## src/rtl/sixteen_bit_mult.sv

```systemverilog
// sixteen_bit_mult
//   Unsigned 16x16 -> 32-bit multiplier built as a ripple array of 1-bit
//   full-adder cells, with the product registered once on the rising edge.
//
//   Ports
//     clk : system clock, all state updates on its rising edge
//     rst : asynchronous, active-high reset; clears c at once
//     a   : 16-bit unsigned multiplicand
//     b   : 16-bit unsigned multiplier
//     c   : 32-bit registered product a*b
//
//   Handshake: none. There is no valid/ready pair. A new product is
//   captured on every rising edge, so c after edge k is a*b as sampled
//   just before edge k.

// 1-bit full adder. Tie cin to 0 for half-adder behaviour.
module full_adder (
  input  logic x,
  input  logic y,
  input  logic cin,
  output logic sum,
  output logic cout
);
  assign sum  = x ^ y ^ cin;
  assign cout = (x & y) | (x & cin) | (y & cin);
endmodule

module sixteen_bit_mult (
  input  logic        clk,
  input  logic        rst,
  input  logic [15:0] a,
  input  logic [15:0] b,
  output logic [31:0] c
);

  logic [31:0] p_next;

  // Each row keeps its own sum vector and carry-out inside its generate
  // scope. Row i adds pp[i][*] = a & b[i] to the previous row's sum shifted
  // down by one bit, with the previous carry-out filling the top position.
  // The LSB of each row's sum is the finished product bit i.
  for (genvar i = 0; i < 16; i++) begin : g_row
    logic [15:0] s;
    logic        co;

    if (i == 0) begin : g_first
      assign s  = a & {16{b[0]}};
      assign co = 1'b0;
    end else begin : g_add
      for (genvar j = 0; j < 16; j++) begin : g_col
        logic pp;
        logic y_in;
        logic c_in;
        logic c_out;

        assign pp = a[j] & b[i];

        if (j < 15) begin : g_mid
          assign y_in = g_row[i-1].s[j+1];
        end else begin : g_top
          assign y_in = g_row[i-1].co;
        end

        // Each cell has its own carry net so the chain is not a single
        // self-referencing vector.
        if (j == 0) begin : g_lsb
          assign c_in = 1'b0;
        end else begin : g_chain
          assign c_in = g_row[i].g_add.g_col[j-1].c_out;
        end

        full_adder u_fa (
          .x    (pp),
          .y    (y_in),
          .cin  (c_in),
          .sum  (s[j]),
          .cout (c_out)
        );
      end
      assign co = g_add.g_col[15].c_out;
    end

    assign p_next[i] = s[0];
  end

  // The last row supplies the upper half of the product.
  assign p_next[30:16] = g_row[15].s[15:1];
  assign p_next[31]    = g_row[15].co;

  always_ff @(posedge clk or posedge rst) begin
    if (rst) begin
      c <= 32'h0000_0000;
    end else begin
      c <= p_next;
    end
  end

endmodule

```

## config.mk

```make
export PLATFORM = sky130hd
export DESIGN_NAME = sixteen_bit_mult
export DESIGN_NICKNAME = d
export VERILOG_FILES = /design/src/rtl/sixteen_bit_mult.sv
export SDC_FILE = /design/constraint.sdc
export NUM_CORES = 1
export LEC_CHECK = 0
export CELL_PAD_IN_SITES_DETAIL_PLACEMENT = 1
export CELL_PAD_IN_SITES_GLOBAL_PLACEMENT = 1
export CORE_ASPECT_RATIO = 1.4
export CORE_MARGIN = 5
export CORE_UTILIZATION = 25
export CTS_CLUSTER_SIZE = 28
export DETAILED_ROUTE_END_ITERATION = 7
export HOLD_SLACK_MARGIN = 0.03
export PLACE_DENSITY = 0.59
export RECOVER_POWER = 100
export SETUP_SLACK_MARGIN = 0.15
export SYNTH_ARGS = -nofsm -noshare
export SYNTH_HDL_FRONTEND = slang
export SYNTH_SLANG_ARGS = --single-unit
```

## constraint.sdc

```tcl
create_clock -name clk -period 1.2 [get_ports clk]
set_clock_uncertainty 0.05 [all_clocks]
set_input_delay 0.24 -clock clk [delete_from_list [all_inputs] [get_ports clk]]
set_output_delay 0.24 -clock clk [all_outputs]
set_load 0.02 [all_outputs]
```

# == Yosys cells after proc, flatten, opt, wreduce, memory -nomap -nowiden ==
# Index checks and enable logic that the tools add are counted.
# word_totals
latch_bits,0
mem_count,0
elab_cells,1842
inputBits,34
romBits,0
register_bits,32
ramBits,0
# op_classes
n_addsub,0
div,0
bitwise,1841
mux,0
eq_ne,0
magnitude_cmp,0
mul,0
shift,0
reduce_logical,0
# ops
op,n
$and 1x1->1,928
$xor 1x1->1,464
$or 1x1->1,448
$and 16x16->16,1

# == Logic depth before layout (Yosys ltp) ==
# logic_depth
depth_word,116
ltp_mapped,62
depth_no_buf,61

# == Cells and area by module ==
# A second synthesis with hierarchy kept.
# unflattened
hier_cells,562
area_unflattened_um2,7511.0
# modules_own_cells
module,seq_area_each_um2,n_inst,area_each_um2,cells_each
full_adder,0.0,240,20.0,1
sixteen_bit_mult,800.8,1,2706.3,322

# == Worst setup path before layout ==
# No wires, ideal clock.
# synth_path
path_type,input to register
start,input port a[1]
end,register c[30]
cell_stages,50
t_arrival_ps,20496
setup_slack_ps,-19481
path_buffers,1
path_cell_list,buf_6 > and2_2 > ha_1 > fa_1 > inv_1 > fa_1 > fa_1 > fa_1 > fa_1 > fa_1 > fa_1 > fa_1 > fa_1 > fa_1 > fa_1 > fa_1 > fa_1 > inv_1 > (+14 left out) > fa_1 > inv_1 > fa_1 > fa_1 > fa_1 > fa_1 > fa_1 > fa_1 > fa_1 > fa_1 > fa_1 > inv_1 > fa_1 > fa_1 > fa_1 > fa_1 > fa_1 > fa_1
# synth_between
elab_chain_cells,114
word_cells_on_any_way,1542
cone_classes,1542 x bitwise
# synth_lines
item,line_no,text
from (decl),31,"input logic [15:0] a,"
$and 16x16->16,47,assign s = a & {16{b[0]}};
$and 1x1->1 (2 in a row),25,assign cout = (x & y) | (x & cin) | (y & cin);
$or 1x1->1 (2 in a row),25,
$and 1x1->1,25,
$or 1x1->1 (2 in a row),25,
$and 1x1->1,25,
$or 1x1->1 (2 in a row),25,
$and 1x1->1,25,
(+92 left out),-,
$and 1x1->1,25,
$or 1x1->1 (2 in a row),25,
$and 1x1->1,25,
$or 1x1->1 (2 in a row),25,
$and 1x1->1,25,
$or 1x1->1 (2 in a row),25,
$xor 1x1->1 (*),24,assign sum = x ^ y ^ cin;
via g_row[15].g_add.g_col[15].u_fa.sum,21,"output logic sum,"
to (signal assigned),94,c <= p_next;
to (decl),33,output logic [31:0] c
# The timed path passes the listed nets; every way through them passes the cells marked *.

# == Final worst setup path ==
# layout_path
start,input port a[0]
end,register c[30]
# layout_between
elab_chain_cells,114
word_cells_on_any_way,1539
cone_classes,1539 x bitwise
# layout_lines
item,line_no,text
$and 1x1->1,56,assign pp = a[j] & b[i];
$and 1x1->1 (2 in a row),25,
$or 1x1->1 (2 in a row),25,
$and 1x1->1,25,
$or 1x1->1 (2 in a row),25,
$and 1x1->1,25,
$or 1x1->1 (2 in a row),25,
$and 1x1->1,25,
(+92 left out),-,
$and 1x1->1,25,
$or 1x1->1 (2 in a row),25,
$and 1x1->1,25,
$or 1x1->1 (2 in a row),25,
$and 1x1->1,25,
$or 1x1->1 (2 in a row),25,
$xor 1x1->1 (*),24,
via g_row[15].g_add.g_col[15].u_fa.sum,21,
# Marked as above.

==> results.cfg <==
[outcome]
outcome = finished with violations
violations = setup timing

[worst_setup_path]
worst_ep_arrival_time_ns = 18.76
critPathLaunchType = primary input
crit_top_cell = fa_2
crit_fanout = 2
criticalPathCategory = primary input to register
end_kind = register
worstPathRequired_ns = 1.38
critPathSlowestCell = fa_2
critical-path-max-stage-delay_ns = 0.60

[logic_synthesis]
netlist_instances = 637
yosysTopAreaCell = fa_1
synth_nets = 911
yosysWarnings = 0
ys_seq_elements = 32
yosysSeqAreaShare = 0.1050
avgSynthCellArea_um2 = 11.97
synth_top_area_share = 0.5879
syn_area_um2 = 7627
synth.lib_cells_used.distinct = 9
yosys-top-cells-area = fa_1 59%, and2_1 13%, dfrtp_1 10%, and2_2 4.3%, inv_1 3.8%

[timing]
rsz0062_at_grt = yes
relSlewSlack = 0.6889
finalCritPeriodShare = 15.48
min_period_ns = 18.58
tns_ns = -319.44
setup_viol = 30
tightestPinTransition_ns = 0.4666
finalWorstSetupSlack_ns = -17.38
final_max_slew_viol_count = 0
hold_viol_final = 0
max_freq_mhz = 53.83
hold_slack_ns = 0.2797

[clocking]
clk_pin_slew_ns = 0.05
cts.sinks = 32
cts_tree = done
cts.htree.levels = 2
clock-root-buffer = clkbuf_16
cts_buffer_depth = 2
ctsHoldBuffers = 0
cts_made_buffers = 5

[detailed_routing]
via_count = 4440
ant_nets = 0
totalWireLength_um = 14960
vias_per_cell = 4.029
post-route-drc-count = 0
drt-wirelength-per-cell_um = 13.57
drt_iter0_markers = 77
first_pass_iters = 3

[floorplan]
die_h_um = 216.7
pin_count = 66
initial_core_util = 0.2540
rows = 75
die-area_um2 = 34150
core_area_um2 = 30030
die_width_um = 157.6

[grt]
track_usage = 0.09827
antenna_found_initial = 0
grt_pass1_wl_um = 26880
grt_pass1_vias = 5663
grt_max_degree = 33
gr-total-overflow = 0

[final_layout]
num_antenna_cells = 0
layout_common_cells = 201 x fa_2, 158 x and2_1, 52 x nand2_1
fin_cells = 1102
regMostFlops = c
final_common_cell = fa_2
fillCellCount = 3295
register_area_um2 = 800.8
final_nets = 990
fin_area_um2 = 9512
syn_to_final_growth_pct = 24.70
largest_register_ffs = 32
drive_above_1_share = 0.5439
reg_top3 = c (32)
multi_input_comb_area_um2 = 6895

[placement]
gp_congestion = 0.7083
hpwl_um = 14210
numPortBuffers = 65
placed_cell_area_um2 = 9295
placedCellCount = 1093

[min_path]
hold_depth = 3
min_path_type = primary input to register

[run]
drv_cap = 0
-- critical path, delay by kind of cell --
kind / cells / cell delay [ns]
adder cells (fa/ha/maj): 44 / 18.10
buffers and inverters: 5 / 0.25
AND/OR/NAND/NOR: 1 / 0.14
-- timing repair --
action,CTS,global route
setup endpoints to repair,64,62
setup buffers,1,0
pin swaps,71,86
gates resized for setup,251,17
endpoints found under the hold margin,0,0
-- final cells by class --
type | instances | area share
multi-input cells | 496 | 0.7249
repair buffers | 104 | 0.09261
flip-flops and latches | 32 | 0.08419
well taps | 385 | 0.05064
inverters | 77 | 0.03039
clock buffers | 6 | 0.01355
clock inverters | 2 | 0.003683
-- cell families (layout without fill, tap and decap cells) --
family / Yosys count / in the layout / share of synthesized area
simple gates: 256 / 256 / 0.2001
fa+ha+maj: 240 / 240 / 0.6142
buf+inv: 109 / 189 / 0.08071
flops: 32 / 32 / 0.1050
-- stage by stage --
step             util  setup WS [ns]
2_1_floorplan       -         -17.61
6_report       0.3168         -17.38
5_1_grt        0.3168         -17.82
3_3_place_gp   0.3095         -18.45
4_1_cts        0.3221         -17.85
3_5_place_dp   0.3095         -18.72
-- routing by layer --
| layer | part of all wire | vias to the layer above | track usage |
|---|---|---|---|
| li1 | - | 1979 | - |
| met1 | 0.31 | 2411 | 0.09596 |
| met2 | 0.64 | 38 | 0.2057 |
| met3 | 0.024 | 12 | 0.01317 |
| met4 | 0.019 | 0 | 0.02783 |
| met5 | 0 | - | 0 |
-- synth_stat cells --
library cell  number
ha_1              16
buf_6             23
inv_1             77
and2_2            44
fa_1             224
dfrtp_1           32
nand2_1           52
buf_4              9
and2_1           160
-- worst paths after layout --
path / to / slack, ns / startpoint
max in group asynchronous: c[7]$_DFF_PP0_ / 0.30 / rst
worst max-delay path: c[30]$_DFF_PP0_ / -17.38 / a[0]
worst min-delay path: c[1]$_DFF_PP0_ / 0.28 / b[0]
min in group asynchronous: c[15]$_DFF_PP0_ / 0.46 / rst
Power is left out: the tool's default activity adds up to more than one toggle a clock period on the data nets, which glitch-free logic cannot reach.
